## config.mk

```make
export PLATFORM = sky130hd
export DESIGN_NAME = mm2s_rd_engine_flat
export DESIGN_NICKNAME = d
export VERILOG_FILES = /design/src/rtl/mm2s_rd_engine_pkg.sv /design/src/rtl/mm2s_rd_engine_if.sv /design/src/rtl/mm2s_rd_engine_burst_calc.sv /design/src/rtl/mm2s_rd_engine.sv /design/src/flat_wrapper.sv
export SDC_FILE = /design/constraint.sdc
export NUM_CORES = 1
export LEC_CHECK = 0
export ABC_AREA = 1
export CAP_MARGIN = 15
export CORE_ASPECT_RATIO = 1.1
export CORE_MARGIN = 2
export CORE_UTILIZATION = 45
export DETAILED_ROUTE_END_ITERATION = 6
export PLACE_DENSITY = 0.76
export SLEW_MARGIN = 15
export SYNTH_ARGS = -nofsm -noshare
export SYNTH_HDL_FRONTEND = slang
export SYNTH_SLANG_ARGS = --single-unit
```

## constraint.sdc

```tcl
create_clock -name clk -period 2.8 [get_ports clk]
set_input_delay 0.7 -clock clk [delete_from_list [all_inputs] [get_ports clk]]
set_output_delay 0.7 -clock clk [all_outputs]
set_load 0.01 [all_outputs]
```

## src/rtl/mm2s_rd_engine_pkg.sv

```systemverilog
// mm2s_pkg: shared FSM state type and AXI constants for the MM2S read engine
package mm2s_pkg;
  typedef enum logic [2:0] {IDLE, CALC, CREDIT, ADDR, DRAIN} state_e;
  localparam logic [1:0] AXI_BURST_INCR = 2'b01;
  localparam logic [1:0] AXI_RESP_OKAY = 2'b00;
  localparam int PAGE_BYTES = 4096;
endpackage

```

## src/rtl/mm2s_rd_engine_if.sv

```systemverilog
// mm2s_rd_engine_if: command, AXI4 AR/R and FIFO write-side bundle
// master = engine side, slave = command source / AXI slave / FIFO side.
interface mm2s_rd_engine_if #(
  parameter int ADDR_W = 32,
  parameter int DATA_W = 32,
  parameter int LEN_W = 16,
  parameter int FIFO_ADDR_SZ = 5
);
  logic cmd_valid;
  logic cmd_ready;
  logic [ADDR_W-1:0] cmd_addr;
  logic [LEN_W-1:0] cmd_beats;
  logic [ADDR_W-1:0] m_araddr;
  logic [7:0] m_arlen;
  logic [2:0] m_arsize;
  logic [1:0] m_arburst;
  logic m_arvalid;
  logic m_arready;
  logic [DATA_W-1:0] m_rdata;
  logic [1:0] m_rresp;
  logic m_rlast;
  logic m_rvalid;
  logic m_rready;
  logic fifo_wr;
  logic [DATA_W-1:0] fifo_data;
  logic fifo_full;
  logic [FIFO_ADDR_SZ:0] fifo_count;
  modport master (
    input cmd_valid, cmd_addr, cmd_beats, m_arready, m_rdata, m_rresp, m_rlast, m_rvalid, fifo_full, fifo_count,
    output cmd_ready, m_araddr, m_arlen, m_arsize, m_arburst, m_arvalid, m_rready, fifo_wr, fifo_data
  );
  modport slave (
    output cmd_valid, cmd_addr, cmd_beats, m_arready, m_rdata, m_rresp, m_rlast, m_rvalid, fifo_full, fifo_count,
    input cmd_ready, m_araddr, m_arlen, m_arsize, m_arburst, m_arvalid, m_rready, fifo_wr, fifo_data
  );
endinterface

```

## src/rtl/mm2s_rd_engine_burst_calc.sv

```systemverilog
// mm2s_burst_calc: burst length = min(remaining, MAX_BURST, beats left in 4 KB page)
// page_off_i: addr[11:0]; remaining_i: beats still to request; blen_o: beats for next AR.
module mm2s_burst_calc
  import mm2s_pkg::*;
#(
  parameter int LEN_W = 16,
  parameter int MAX_BURST = 16,
  parameter int BEAT_BYTES = 4
) (
  input  logic [11:0] page_off_i,
  input  logic [LEN_W-1:0] remaining_i,
  output logic [8:0] blen_o
);
  localparam int SZ = $clog2(BEAT_BYTES);
  logic [31:0] rem;
  logic [31:0] page;
  assign rem = 32'(remaining_i) < 32'(MAX_BURST) ? 32'(remaining_i) : 32'(MAX_BURST);
  assign page = (32'(PAGE_BYTES) - 32'(page_off_i)) >> SZ;
  assign blen_o = 9'(rem < page ? rem : page);
endmodule

```

## src/rtl/mm2s_rd_engine.sv

```systemverilog
// mm2s_rd_engine: AXI4 read master splitting one command into credit-gated INCR bursts into a FIFO
// clk/reset_n: clock, async active-low reset; bus: cmd + AR/R + FIFO write side (master modport);
// busy/done/err: status. Optional MM2S_STATS_EN adds stat_bursts and stat_credit_stalls.
module mm2s_rd_engine
  import mm2s_pkg::*;
#(
  parameter int ADDR_W = 32,
  parameter int DATA_W = 32,
  parameter int LEN_W = 16,
  parameter int MAX_BURST = 16,
  parameter int FIFO_ADDR_SZ = 5
) (
  input  logic clk,
  input  logic reset_n,
  mm2s_rd_engine_if.master bus,
  output logic busy,
  output logic done,
  output logic err
`ifdef MM2S_STATS_EN
  ,
  output logic [31:0] stat_bursts,
  output logic [31:0] stat_credit_stalls
`endif
);
  localparam int BEAT_BYTES = DATA_W / 8;
  localparam int SZ = $clog2(BEAT_BYTES);
  localparam int DEPTH = 1 << FIFO_ADDR_SZ;
  localparam int RW = FIFO_ADDR_SZ + 1;
  state_e state_q, state_d;
  logic [ADDR_W-1:0] addr_q, addr_d, araddr_q, araddr_d;
  logic [LEN_W-1:0] rem_q, rem_d;
  logic [8:0] blen_q, blen_d, blen_c;
  logic [RW-1:0] rsv_q, rsv_d;
  logic [7:0] arlen_q, arlen_d;
  logic arvalid_q, arvalid_d, err_q, err_d;
  logic r_acc, ar_hs, credit_ok;
  logic unused_rlast;
  mm2s_burst_calc #(.LEN_W(LEN_W), .MAX_BURST(MAX_BURST), .BEAT_BYTES(BEAT_BYTES)) u_calc (
    .page_off_i(addr_q[11:0]),
    .remaining_i(rem_q),
    .blen_o(blen_c)
  );
  assign unused_rlast = bus.m_rlast;
  assign bus.cmd_ready = state_q == IDLE;
  assign bus.m_araddr = araddr_q;
  assign bus.m_arlen = arlen_q;
  assign bus.m_arsize = 3'(SZ);
  assign bus.m_arburst = AXI_BURST_INCR;
  assign bus.m_arvalid = arvalid_q;
  assign bus.m_rready = !bus.fifo_full;
  assign r_acc = bus.m_rvalid && bus.m_rready;
  // beats with nothing reserved are strays (e.g. after reset) and never reach the FIFO
  assign bus.fifo_wr = r_acc && rsv_q != '0;
  assign bus.fifo_data = bus.m_rdata;
  assign ar_hs = arvalid_q && bus.m_arready;
  // free space must cover beats already in flight plus the new burst
  assign credit_ok = 32'(DEPTH) - 32'(bus.fifo_count) >= 32'(rsv_q) + 32'(blen_q);
  assign busy = state_q != IDLE;
  assign done = state_q == DRAIN && rsv_q == '0;
  assign err = err_q;
  always_comb begin
    state_d = state_q;
    addr_d = addr_q;
    rem_d = rem_q;
    blen_d = blen_q;
    araddr_d = araddr_q;
    arlen_d = arlen_q;
    arvalid_d = arvalid_q;
    err_d = err_q | (r_acc && (bus.m_rresp != AXI_RESP_OKAY || rsv_q == '0));
    rsv_d = rsv_q + (ar_hs ? RW'(blen_q) : RW'(0)) - RW'(bus.fifo_wr);
    case (state_q)
      IDLE: if (bus.cmd_valid) begin
        addr_d = bus.cmd_addr & ~ADDR_W'(BEAT_BYTES - 1);
        rem_d = bus.cmd_beats;
        err_d = 1'b0;
        state_d = CALC;
      end
      CALC: begin
        blen_d = blen_c;
        state_d = rem_q == '0 ? DRAIN : CREDIT;
      end
      CREDIT: if (credit_ok) begin
        araddr_d = addr_q;
        arlen_d = 8'(blen_q - 9'd1);
        arvalid_d = 1'b1;
        state_d = ADDR;
      end
      ADDR: if (bus.m_arready) begin
        arvalid_d = 1'b0;
        addr_d = addr_q + (ADDR_W'(blen_q) << SZ);
        rem_d = rem_q - LEN_W'(blen_q);
        state_d = CALC;
      end
      DRAIN: state_d = rsv_q == '0 ? IDLE : DRAIN;
      default: state_d = IDLE;
    endcase
  end
  always_ff @(posedge clk or negedge reset_n) begin
    if (!reset_n) begin
      state_q <= IDLE;
      addr_q <= '0;
      rem_q <= '0;
      blen_q <= '0;
      rsv_q <= '0;
      araddr_q <= '0;
      arlen_q <= '0;
      arvalid_q <= 1'b0;
      err_q <= 1'b0;
    end else begin
      state_q <= state_d;
      addr_q <= addr_d;
      rem_q <= rem_d;
      blen_q <= blen_d;
      rsv_q <= rsv_d;
      araddr_q <= araddr_d;
      arlen_q <= arlen_d;
      arvalid_q <= arvalid_d;
      err_q <= err_d;
    end
  end
`ifdef MM2S_STATS_EN
  logic [31:0] bursts_q, stalls_q;
  always_ff @(posedge clk or negedge reset_n) begin
    if (!reset_n) begin
      bursts_q <= '0;
      stalls_q <= '0;
    end else begin
      if (ar_hs && !(&bursts_q)) bursts_q <= bursts_q + 32'd1;
      if (state_q == CREDIT && !credit_ok && !(&stalls_q)) stalls_q <= stalls_q + 32'd1;
    end
  end
  assign stat_bursts = bursts_q;
  assign stat_credit_stalls = stalls_q;
`endif
endmodule

```

## src/flat_wrapper.sv

```systemverilog
// flat-port wrapper written by rule: the top's interface ports become plain ports
module mm2s_rd_engine_flat import mm2s_pkg::*;
#(
  parameter int ADDR_W = 32,
  parameter int DATA_W = 32,
  parameter int LEN_W = 16,
  parameter int MAX_BURST = 16,
  parameter int FIFO_ADDR_SZ = 5
)
  (clk, reset_n, busy, done, err, bus_cmd_valid, bus_cmd_addr, bus_cmd_beats, bus_m_arready, bus_m_rdata, bus_m_rresp, bus_m_rlast, bus_m_rvalid, bus_fifo_full, bus_fifo_count, bus_cmd_ready, bus_m_araddr, bus_m_arlen, bus_m_arsize, bus_m_arburst, bus_m_arvalid, bus_m_rready, bus_fifo_wr, bus_fifo_data);
  mm2s_rd_engine_if #(.ADDR_W(ADDR_W), .DATA_W(DATA_W), .LEN_W(LEN_W), .FIFO_ADDR_SZ(FIFO_ADDR_SZ)) bus_i ();
  input  logic clk;
  input  logic reset_n;
  output logic busy;
  output logic done;
  output logic err;
  input wire logic [$bits(bus_i.cmd_valid)-1:0] bus_cmd_valid;
  input wire logic [$bits(bus_i.cmd_addr)-1:0] bus_cmd_addr;
  input wire logic [$bits(bus_i.cmd_beats)-1:0] bus_cmd_beats;
  input wire logic [$bits(bus_i.m_arready)-1:0] bus_m_arready;
  input wire logic [$bits(bus_i.m_rdata)-1:0] bus_m_rdata;
  input wire logic [$bits(bus_i.m_rresp)-1:0] bus_m_rresp;
  input wire logic [$bits(bus_i.m_rlast)-1:0] bus_m_rlast;
  input wire logic [$bits(bus_i.m_rvalid)-1:0] bus_m_rvalid;
  input wire logic [$bits(bus_i.fifo_full)-1:0] bus_fifo_full;
  input wire logic [$bits(bus_i.fifo_count)-1:0] bus_fifo_count;
  output wire logic [$bits(bus_i.cmd_ready)-1:0] bus_cmd_ready;
  output wire logic [$bits(bus_i.m_araddr)-1:0] bus_m_araddr;
  output wire logic [$bits(bus_i.m_arlen)-1:0] bus_m_arlen;
  output wire logic [$bits(bus_i.m_arsize)-1:0] bus_m_arsize;
  output wire logic [$bits(bus_i.m_arburst)-1:0] bus_m_arburst;
  output wire logic [$bits(bus_i.m_arvalid)-1:0] bus_m_arvalid;
  output wire logic [$bits(bus_i.m_rready)-1:0] bus_m_rready;
  output wire logic [$bits(bus_i.fifo_wr)-1:0] bus_fifo_wr;
  output wire logic [$bits(bus_i.fifo_data)-1:0] bus_fifo_data;
  assign bus_i.cmd_valid = bus_cmd_valid;
  assign bus_i.cmd_addr = bus_cmd_addr;
  assign bus_i.cmd_beats = bus_cmd_beats;
  assign bus_i.m_arready = bus_m_arready;
  assign bus_i.m_rdata = bus_m_rdata;
  assign bus_i.m_rresp = bus_m_rresp;
  assign bus_i.m_rlast = bus_m_rlast;
  assign bus_i.m_rvalid = bus_m_rvalid;
  assign bus_i.fifo_full = bus_fifo_full;
  assign bus_i.fifo_count = bus_fifo_count;
  assign bus_cmd_ready = bus_i.cmd_ready;
  assign bus_m_araddr = bus_i.m_araddr;
  assign bus_m_arlen = bus_i.m_arlen;
  assign bus_m_arsize = bus_i.m_arsize;
  assign bus_m_arburst = bus_i.m_arburst;
  assign bus_m_arvalid = bus_i.m_arvalid;
  assign bus_m_rready = bus_i.m_rready;
  assign bus_fifo_wr = bus_i.fifo_wr;
  assign bus_fifo_data = bus_i.fifo_data;
  mm2s_rd_engine #(.ADDR_W(ADDR_W), .DATA_W(DATA_W), .LEN_W(LEN_W), .MAX_BURST(MAX_BURST), .FIFO_ADDR_SZ(FIFO_ADDR_SZ)) u_core (.clk(clk), .reset_n(reset_n), .bus(bus_i), .busy(busy), .done(done), .err(err));
endmodule
```

==> key figures <==
Power
  – Leak Pwr: about 4.7 nW
  – Peak supply drop: slightly above 0.5 mV
  – Pwr dens: 1270 nW/um^2

STA
  – RSZ-0062 raised after global routing: yes
  – Fmax: 0.350 GHz
  – Worst-Margin Slew: about 0.72 ns
  – Fin. max-slew vios: 0
  – Worst hold slack: roughly 0.4 ns
  – Hold Vio Cnt, Final: 0
  – Final period util: 102%
  – Setup WS post-layout: -0.0549 ns
  – Clock skew: 0.0102 ns
  – Final Setup Violations: 26
  – Relative slew slack: between 50% and 60%
  – Tmin final: roughly 2.9 ns

Yosys
  – Syn Std Cell Area: 7940 um^2
  – Cells after Synth: roughly 1100
  – #FFs+latches synth: 104
  – Yosys cell types: 43
  – Top_reg_cell synth: dfrtp_1
  – Ys async rst share: 100%
  – Yosys warning total: 0
  – Syn avg cell area: around 7.3 um^2
  – Sequential element share of the synthesized area: 32.8%
  – Post-synth EDFFs: 0

Die
  – Starting Density: 46.3%
  – Ports: around 180
  – Cell Rows: 50
  – DIE WIDTH: about 130 um
  – DIE HEIGHT: about 140 um
  – Die area: about 19000 um^2
  – Core area: between 15000 and 20000 um^2

Critical path
  – Crit Reg-Reg Startpoint: u_core.blen_q[0]
  – Critical path's slowest cell: dfrtp_1
  – Critical Path Source: u_core.blen_q[0]
  – Worst Setup Start Kind: register
  – Critical path's largest stage delay: just under 0.4 ns
  – Crit end category: register
  – Worst Path Buf+Inv: 4
  – Crit Path Class: register to register
  – Arrival @ worst endpoint: 3.10 ns
  – CP delay by family, top: simple AND/OR/NAND/NOR gates
  – WP data required: 3.05 ns
  – Worst-path cell chain: ha_2 -> inv_2 -> fa_2 -> inv_2 -> nand3_2 -> nand2_2 -> a21oi_2 -> xor2_1 -> ha_1 -> inv_1 -> nor3_2 -> nor2_1 -> nand3_2 -> nand3_4 -> nand2_4 -> nand2_8 -> clkbuf_16 -> nand2_4 -> o21ai_2
  – CP max FO: 8

Global routing
  – Grt total ovfl: 0
  – Initial antenna violation count: 0
  – Vias in the first global route: between 6000 and 7000
  – Total GRT Usage: between 20% and 30%
  – Global-route wire length before repair: 34100 um
  – Largest net degree at the start of global routing: roughly 110

Clock network
  – Inserted Clock Buffers: 9
  – Root Driver: clkbuf_16
  – CTS tree: done
  – Clock tree buffer depth: 2
  – Worst skew pair latency: between 0.3 and 0.4 ns
  – # clock sinks: 104
  – H-tree depth: 3
  – Clock-pin slew on the worst setup and hold paths: approximately 0.070 ns
  – CTS Hold Bufs: 0

Placed design
  – Placed Area: approximately 9200 um^2
  – Gpl congestion: around 0.95
  – Place WS: -0.412 ns
  – Port buffer count: about 100
  – DP HPWL: about 16000 um

Detailed routing
  – Vias: between 7000 and 8000
  – Routed wire length: ~21000 um
  – Pre-Repair DR Iteration Count: 5
  – Iter 0 DRT Violations: 528
  – Antenna Nets Post-Route: 0
  – Drt wl/cell: roughly 15 um
  – DRC: 0
  – DR vias/cell: 5.15

Cells and area
  – Share of cells above drive strength 1: between 10 and 15%
  – Area Growth Syn to Fin: 25.0%
  – Post-route cell area: 9930 um^2
  – Commonest non-fill, non-tap cell in the layout: nand2_1
  – # nets final: approximately 1300
  – Fill cells: ~1600
  – Commonest non-fill, non-tap cells in the layout: 221 x nand2_1, 131 x inv_1, 104 x dfrtp_1, 103 x clkdlybuf4s50_1, 102 x nor2_1
  – Diode count: 0

Run status
  – Violated checks: setup timing
  – Status: finished, violations left

Flow run
  – Max-cap violations: 0

Min path
  – HP Class: input port to async pin
-- worst register-to-register path, cell delays in order (launching register included) --
cell and delay, ns:
dfrtp_1 0.39, ha_2 0.20, inv_2 0.04, fa_2 0.37
inv_2 0.07, nand3_2 0.06, nand2_2 0.09, a21oi_2 0.06
xor2_1 0.14, ha_1 0.27, inv_1 0.06, nor3_2 0.18
nor2_1 0.08, nand3_2 0.10, nand3_4 0.09, nand2_4 0.12
nand2_8 0.11, clkbuf_16 0.21, nand2_4 0.06, o21ai_2 0.05
-- synth_stat cells, types with 5 or more instances --
| library cell | count | area [um^2] |
|---|---|---|
| o21ai_2 | 37 | 324 |
| ha_1 | 56 | 701 |
| o21ai_0 | 65 | 325 |
| buf_4 | 43 | 323 |
| nor2_1 | 104 | 390 |
| clkbuf_1 | 8 | 30.0 |
| inv_1 | 136 | 510 |
| o21ai_1 | 10 | 50.1 |
| a31oi_1 | 5 | 31.3 |
| nand4_1 | 7 | 43.8 |
| buf_2 | 9 | 45.0 |
| buf_6 | 7 | 78.8 |
| o22ai_1 | 10 | 62.6 |
| nand3_1 | 71 | 355 |
| nand2_1 | 250 | 938 |
| dfrtp_1 | 104 | 2600 |
| a21oi_1 | 46 | 230 |
| o211ai_1 | 14 | 105 |
| xnor2_1 | 13 | 114 |
| nor3_1 | 20 | 100 |
| xor2_1 | 26 | 228 |
-- path summary, 6_finish.rpt --
kind / to / slack [ns] / cells after the start
max reg2reg: u_core.bus.m_araddr[23] / -0.05 / 19
min in group clk: u_core.bus.m_arlen[5] / 0.48 / 2
min reg2reg: u_core.bus.m_arlen[5] / 0.48 / 2
min: u_core.err / 0.41 / 2
max in group asynchronous: u_core.bus.m_arlen[7] / 1.96 / 2
max: u_core.bus.m_araddr[23] / -0.05 / 19
-- repair_timing --
action | CTS | global route
buffers inserted | 1 | 2
pin swaps | 6 | 20
gates cloned | 2 | 1
setup endpoints to repair | 41 | 51
gates resized for setup | 11 | 76
-- stage by stage --
stage	power (mW)	util (%)	TNS, ns	cells
after floorplan	8.18	-	0	1093
after global placement	10.4	53.8	-11.03	1409
after detailed placement	10.6	53.8	-13.98	1409
after CTS	12.0	56.0	-0.421	1427
after global routing	13.8	57.9	-4.88	1430
final	12.6	57.9	-0.745	1430
-- final cells by class --
type / instances / area (um^2) / area share, %
clock inverter: 3 / 25.0 / 0.252
multi-input combinational: 783 / 4680 / 47.2
tap: 234 / 293 / 2.95
clock buffer: 12 / 256 / 2.58
timing repair buffer: 155 / 1550 / 15.6
inverter: 139 / 522 / 5.26
sequential: 104 / 2600 / 26.2
-- flip-flops by register name (all words and copies together) (netlist names) --
| register | count |
|---|---|
| u_core.err | 1 |
| u_core.state_q | 3 |
| u_core.bus.m_arvalid | 1 |
| u_core.rem_q | 16 |
| u_core.addr_q | 30 |
| u_core.bus.m_arlen | 8 |
| u_core.blen_q | 9 |
| u_core.rsv_q | 6 |
| u_core.bus.m_araddr | 30 |
-- power by group --
part           switching, mW  internal, mW
Sequential             0.707          2.24
Combinational           4.83          3.60
Clock                  0.571         0.653
-- layer usage --
metal	GRT usage [%]	part of all wire [%]	up-vias	routed length, um
li1	-	-	3683	-
met1	32.4	45	3430	9490
met2	36.8	47	218	9920
met3	3.35	5.3	31	1120
met4	6.22	1.9	0	390
met5	0	0	-	0
-- kinds of logic (layout without fill, tap and decap cells) --
kind of cell / count (synthesis) / in the layout / share of synthesized area [%]
flops: 104 / 104 / 32.8
other cells: 2 / 13 / 0.0946
xor+xnor: 39 / 39 / 4.30
simple gates: 477 / 478 / 25.5
compound gates: 193 / 193 / 14.8
buf+inv: 207 / 309 / 12.6
fa+ha+maj: 60 / 60 / 9.83
Power figures use the tool's default switching activity.
